--- src/rtl/insn_loader.sv ---
// Streams a program into instruction memory while holding the core in reset.
// Define INSN_LOADER_CLEAR_EN to zero-fill the whole memory before each load.
module insn_loader #(
  parameter int DEPTH  = 1024,
  parameter int ADDR_W = 10
) (
  input  logic              clk,
  input  logic              reset,
  input  logic              start,
  input  logic              in_valid,
  input  logic [31:0]       in_data,
  input  logic              in_last,
  output logic              in_ready,
  output logic              mem_we,
  output logic [ADDR_W-1:0] mem_addr,
  output logic [31:0]       mem_wdata,
  output logic              core_hold,
  output logic              done,
  output logic [ADDR_W:0]   word_count,
  output logic              error
);

  typedef enum logic [1:0] {
    S_IDLE,
    S_CLEAR,
    S_LOAD,
    S_FINISH
  } state_t;

  localparam logic [ADDR_W-1:0] LAST_ADDR = ADDR_W'(DEPTH - 1);

  state_t            state;
  logic [ADDR_W-1:0] load_addr;
  logic              accept;

  // in_ready is registered and high exactly while in LOAD.
  assign accept = in_valid && in_ready;

  always_ff @(posedge clk) begin
    if (reset) begin
      state      <= S_IDLE;
      load_addr  <= '0;
      in_ready   <= 1'b0;
      mem_we     <= 1'b0;
      mem_addr   <= '0;
      mem_wdata  <= '0;
      core_hold  <= 1'b0;
      done       <= 1'b0;
      word_count <= '0;
      error      <= 1'b0;
    end else begin
      // NOTE: non-blocking defaults make mem_we/done single-cycle pulses; a
      // later assignment in the same block overrides them for this edge.
      mem_we <= 1'b0;
      done   <= 1'b0;

      unique case (state)
        S_IDLE: begin
          if (start) begin
            word_count <= '0;
            error      <= 1'b0;
            load_addr  <= '0;
            core_hold  <= 1'b1;
`ifdef INSN_LOADER_CLEAR_EN
            state      <= S_CLEAR;
            mem_we     <= 1'b1;
            mem_addr   <= '0;
            mem_wdata  <= '0;
`else
            state      <= S_LOAD;
            in_ready   <= 1'b1;
`endif
          end
        end

        // mem_addr doubles as the clear pointer; the write to LAST_ADDR is
        // on the bus during the final CLEAR cycle.
        S_CLEAR: begin
          if (mem_addr == LAST_ADDR) begin
            state    <= S_LOAD;
            in_ready <= 1'b1;
          end else begin
            mem_we    <= 1'b1;
            mem_addr  <= mem_addr + 1'b1;
            mem_wdata <= '0;
          end
        end

        S_LOAD: begin
          if (accept) begin
            mem_we     <= 1'b1;
            mem_addr   <= load_addr;
            mem_wdata  <= in_data;
            load_addr  <= load_addr + 1'b1;
            word_count <= word_count + 1'b1;
            // Stopping at the top address prevents a wrap-around overwrite.
            if (in_last || (load_addr == LAST_ADDR)) begin
              state    <= S_FINISH;
              in_ready <= 1'b0;
              done     <= 1'b1;
              error    <= !in_last;
            end
          end
        end

        S_FINISH: begin
          state     <= S_IDLE;
          core_hold <= 1'b0;
        end

        default: state <= S_IDLE;
      endcase
    end
  end

endmodule

--- config.mk ---
export PLATFORM = sky130hd
export DESIGN_NAME = insn_loader
export DESIGN_NICKNAME = d
export VERILOG_FILES = /design/src/rtl/insn_loader.sv
export SDC_FILE = /design/constraint.sdc
export NUM_CORES = 1
export LEC_CHECK = 0
export BUFFER_PORTS_ARGS = -buffer_cell sky130_fd_sc_hd__buf_2
export CORE_UTILIZATION = 47
export CTS_BUF_LIST = sky130_fd_sc_hd__clkbuf_4 sky130_fd_sc_hd__clkbuf_8 sky130_fd_sc_hd__clkbuf_16
export CTS_CLUSTER_SIZE = 8
export DETAILED_ROUTE_END_ITERATION = 16
export PLACE_DENSITY = 0.87
export SETUP_SLACK_MARGIN = 0.15
export SKIP_LAST_GASP = 1
export SLEW_MARGIN = 40
export SYNTH_ARGS = -nofsm -noshare
export SYNTH_HDL_FRONTEND = slang
export SYNTH_SLANG_ARGS = --single-unit
export TNS_END_PERCENT = 20
--- constraint.sdc ---
create_clock -name clk -period 2.3 [get_ports clk]
set_clock_uncertainty 0.1 [all_clocks]
set_input_delay 0.23 -clock clk [delete_from_list [all_inputs] [get_ports clk]]
set_output_delay 0.23 -clock clk [all_outputs]
set_load 0.02 [all_outputs]
Yosys cells after proc, flatten, opt, wreduce, memory -nomap -nowiden --
Index checks and enable logic that the tools add are counted.
Cells by class: add/sub/neg operators 3, equal/unequal tests 10, muxes and demuxes 31, bitwise operators 2, reductions and logical operators 15
Operator list (count):
- 32-bit 2-to-1 mux | 2
- 32-bit case mux with 2 select lines | 1
- 10-bit 2-to-1 mux | 4
- 10-bit case mux with 2 select lines | 2
- 11-bit 2-to-1 mux | 2
- 11-bit case mux with 2 select lines | 1
- 10-bit by 1-bit adder with 10-bit output (second input constant) | 2
- 10-bit equality test (second input constant) | 2
- 11-bit by 1-bit adder with 11-bit output (second input constant) | 1
- 1-bit 2-to-1 mux | 10
- 2-bit != test (second input constant) | 5
- 2-bit 2-to-1 mux | 4
- 2-bit case mux with 4 select lines | 1
- 4-bit AND reduction | 2
- 1-bit case mux with 2 select lines | 3
- 3-bit AND reduction | 2
- 2-bit nonzero test | 3
- 5-bit AND reduction | 1
- 2-bit equality test (second input constant) | 2
- 1-bit case mux with 3 select lines | 1
- 3-bit nonzero test | 1
- 3-bit OR reduction | 1
- 2-bit by 1-bit equality test with 1-bit output (second input constant) | 1
- 2-bit zero test | 1
- other kinds (5) | 6
Storage, ports and cells: bits in registers 70, output and inout bits 58, logic and storage cells 71

Logic depth before layout (Yosys ltp) --
depth in word-level cells 5, depth in mapped cells 8, gate-level depth less buffers 6

Worst setup path after synthesis --
No wires, ideal clock.
kind register -> register, start point register state[0], end point register load_addr[9], arrival 2.040 ns, required time 2.130 ns, slack 0.090 ns, cell stages (with the launch flop) 8, buffers on the path 1, clock period less this slack 2.210 ns, cell sequence dfxtp_1 inv_1 ha_1 a21boi_4 or4_1 buf_2 or4_1 a21oi_1
Between the ends: word-level cells in the longest chain between the ends 3, elaborated cells on any way between the ends 7, classes of those cells eq/ne (3); mux (1); reduce/logical (3)
RTL lines:
- from (decl) | RTL line 32 | state_t state;
- from (signal assigned) | RTL line 41 | state <= S_IDLE;
- from (signal assigned) | RTL line 70 | state <= S_LOAD;
- from (signal assigned) | RTL line 80 | state <= S_LOAD;
- 2-bit equality test / 2-bit zero test (equally long branches) | RTL line 57 | unique case (state)
- 2-bit != test (no line) / 2-bit nonzero test (equally long branches)
- 3-bit AND reduction (no line)
- to (signal assigned) | RTL line 94 | load_addr <= load_addr + 1'b1;
- to (decl) | RTL line 33 | logic [ADDR_W-1:0] load_addr;
Several ways; a longest one is shown, not always the timed one. A chain may end at the register's enable or synchronous reset.

Worst setup path in the final report --
start point register mem_addr[0], end point register state[1]
Between the ends: word-level cells in the longest chain between the ends 3
RTL lines:
- from (decl) | RTL line 15 | output logic [ADDR_W-1:0] mem_addr,
- from (signal assigned) | RTL line 84 | mem_addr <= mem_addr + 1'b1;
- from (signal assigned) | RTL line 92 | mem_addr <= load_addr;
- 10-bit equality test | RTL line 79 | if (mem_addr == LAST_ADDR) begin
- 2-bit != test (no line)
- 4-bit AND reduction (no line)
- to (signal assigned) | RTL line 70
- to (signal assigned) | RTL line 80
- to (signal assigned) | RTL line 98 | state <= S_FINISH;
Every way passes these cells.

==> results by group <==
Outcome
  – Run status: finished clean

Critical path
  – Crit path buffers/inverters: 0
  – Critical path, cell by cell: ha_1 > nand4_1 > o31ai_1 > a31oi_1 > a211oi_1
  – Crit Path Class: flop to flop
  – Worst Setup End Kind: flop
  – Crit path required time: 2.43 ns
  – CP delay by family, top: compound AO/OA/AOI/OAI gates
  – Crit path launch type: flop
  – Slowest-stage cell, CP: o31ai_1
  – CP arrival: 2.32 ns
  – Crit path largest cell delay: 0.62 ns
  – Crit path max fanout: 6

Placement
  – Post-DP HPWL: 6.200 mm
  – Port Buffers: 94
  – Dpl ws: 0.01033 ns
  – Placed Instance Area: 3943 um^2
  – GPL Wtd Cong: 0.8913

Synthesis
  – #FFs+latches synth: 70
  – EDFF count, synth: 0
  – Post-Syn Area: 3333 um^2
  – Syn nets: 449
  – Ys async rst share: 0%
  – Syn avg cell area: 8.271 um^2
  – Sequential cell area fraction in the yosys report: 42.04%
  – Cells after Synth: 403
  – Most common flop cell mapped by yosys: dfxtp_1
  – Synthesis Warnings: 0
  – Unique masters post-synth: 46

Finish
  – Register Area: 1409 um^2
  – Final Instance Area: 4247 um^2
  – Commonest non-fill, non-tap cell in the layout: buf_2
  – Layout cells sized above 1: 30.12%
  – Area of the multi-input gates: 1815 um^2
  – Most frequent cells in the layout: 94 x buf_2, 68 x dfxtp_1, 53 x a21oi_1
  – Fillers: 607
  – Fin nets: 539
  – Layout overhead on the synthesized area: 27.40%
  – ANT cells: 0

STA
  – Pins Over Slew Limit: 0
  – Post-route minimum period: 2.192 ns
  – Tightest Pin Transition: 0.6932 ns
  – Final setup fails: 0
  – Hold Fails Final Rpt: 0
  – Min setup slack post-route: 0.1081 ns
  – Slew Limit Headroom: 53.39%
  – Fmax: 456.2 MHz
  – Final worst path period share: 95.30%
  – Final TNS setup: 0 ns
  – Worst Hold Slack: 0.05473 ns
  – RSZ-0062 raised after global routing: true

Clock network
  – Clk buf depth: 2
  – CTS Sinks: 70
  – Worst-path clk slew: 0.09 ns
  – Clock root buffer master: clkbuf_8
  – Worst skew pair latency: 0.33 ns
  – Num CTS Buffers: 9
  – CTS tree: built
  – # H-tree levels: 3

Power
  – VDD IR-drop max: 0.3569 mV
  – Sequential power share: 38.1%
  – Pleak: 1.655 nW
  – Sw Pwr: 1.269 mW
  – Sw frac: 35.53%
  – Combinational power share: 30.4%
  – Clock group share of total power: 31.5%
  – Power Density: 840.8 nW/um^2
  – Int Pwr: 2.302 mW

Worst hold path
  – Class of the worst hold path: input pin to flop

Detailed routing
  – Wirelength, routed: 9.618 mm
  – Starting DRC count in detailed routing: 393
  – Drt pass-1 iters: 5
  – Detail Route Antenna Nets: 0
  – Routed vias: 3634
  – Drt wl/cell: 16.19 um
  – DR vias/cell: 6.118
  – Post-route DRC: 0

GRT
  – Largest net degree at the start of global routing: 52
  – Vias in the first global route: 3277
  – GRT Total Usage: 25.19%
  – Initial antenna violation count: 0
  – First-pass GRT wire length: 15.01 mm
  – Overflow after GRT: 0

Floorplan
  – Die H: 86.22 um
  – Initial core utilization: 48.79%
  – Placement Rows: 30
  – Core area: 6832 um^2
  – Die Wd: 86.22 um
  – Die area: 7433 um^2
  – I/O pin cnt: 95

Run
  – Max Cap Viol: 0
==> power groups by stage <==
| stage | sequential (mW) | clock (mW) | combinational, mW |
|---|---|---|---|
| after global routing | 1.37 | 1.19 | 1.17 |
| final | 1.36 | 1.12 | 1.08 |
| after CTS | 1.36 | 1.14 | 1.02 |
| after floorplan | 1.44 | 0 | 0.598 |
| after detailed placement | 1.38 | 0 | 0.994 |
| after global placement | 1.38 | 0 | 0.969 |
==> cells by family (layout without fill, tap and decap cells) <==
kind of cell / count (synthesis) / count (layout) / synth area share (%)
buf+inv: 45 / 140 / 5.255
fa+ha+maj: 9 / 9 / 3.378
xor+xnor: 1 / 1 / 0.2628
compound gates: 149 / 149 / 26.91
simple gates: 128 / 128 / 21.85
mux: 1 / 1 / 0.3003
flops: 70 / 70 / 42.04
==> synth_stat cells, drive strengths merged, types with 2 or more instances <==
cell,count,area (um^2)
nand2b,4,25.02
and3,4,25.02
a21oi,54,270.3
dfxtp,70,1401
nand2,14,52.55
o31ai,11,82.58
a31o,3,26.28
and4,6,52.55
a22oi,3,22.52
inv,12,45.04
nand4,43,269.0
or4,8,60.06
o31a,2,17.52
a21boi,2,26.28
o21ai,43,215.2
o21a,2,15.01
nand3,12,60.06
buf,6,28.77
or3,8,50.05
nor4,2,12.51
a211oi,7,52.55
ha,9,112.6
nor3,4,20.02
clkbuf,27,101.4
nor2,18,67.56
a31oi,9,56.30
or2,2,12.51
a311oi,4,35.03
==> layout make-up <==
| cell class | instances | area share, % |
|---|---|---|
| Tap cell | 96 | 2.829 |
| Inverter | 12 | 1.120 |
| Clock inverter | 6 | 2.180 |
| Clock buffer | 10 | 3.094 |
| Timing Repair Buffer | 112 | 14.85 |
| Sequential cell | 70 | 33.18 |
| Multi-Input combinational cell | 288 | 42.75 |
==> routing by layer <==
metal / vias to the layer above / part of all wire (%) / track usage, %
li1: 1719 / - / -
met1: 1723 / 42 / 30.19
met2: 159 / 50 / 44.16
met3: 33 / 6.3 / 4.000
met4: 0 / 2.4 / 11.82
met5: - / 0 / 0
==> tightest hold or removal path, delay by kind of cell <==
kind	cells	cell delay, ns
AO/OA/AOI/OAI	1	0.06
buffers and inverters	1	0.09
AND/OR/NAND/NOR	1	0.07
==> worst paths after layout <==
| check | endpoint | start | slack (ns) | depth (start not counted) |
|---|---|---|---|---|
| worst max-delay path | state[1] | mem_addr[0] | 0.11 | 5 |
| worst min register to register | mem_wdata[29] | mem_wdata[29] | 0.37 | 2 |
| worst min-delay path | mem_wdata[20] | in_data[20] | 0.05 | 3 |
| worst max register to register | state[1] | mem_addr[0] | 0.11 | 5 |
==> state kept, by name (all words and copies together), names as in the netlist, 2 cells and up <==
signal and count:
mem_wdata 32, mem_addr 10, load_addr 10, state 2, word_count 11
==> what timing repair did <==
action,CTS,global route
hold endpoints to repair,0,0
hold buffers,0,0
gates cloned,0,0
pin swaps,2,4
setup endpoints to repair,8,17
resized for setup,5,8
setup buffers,1,3
==> stage by stage <==
step,utilization (%),power (mW),instances
finish,62.16,3.570,594
floorplan,-,2.038,403
global route,62.16,3.729,594
global placement,57.71,2.346,574
detailed placement,57.71,2.376,574
CTS,61.39,3.514,591
No activity file was read; power rests on OpenSTA's default activity.
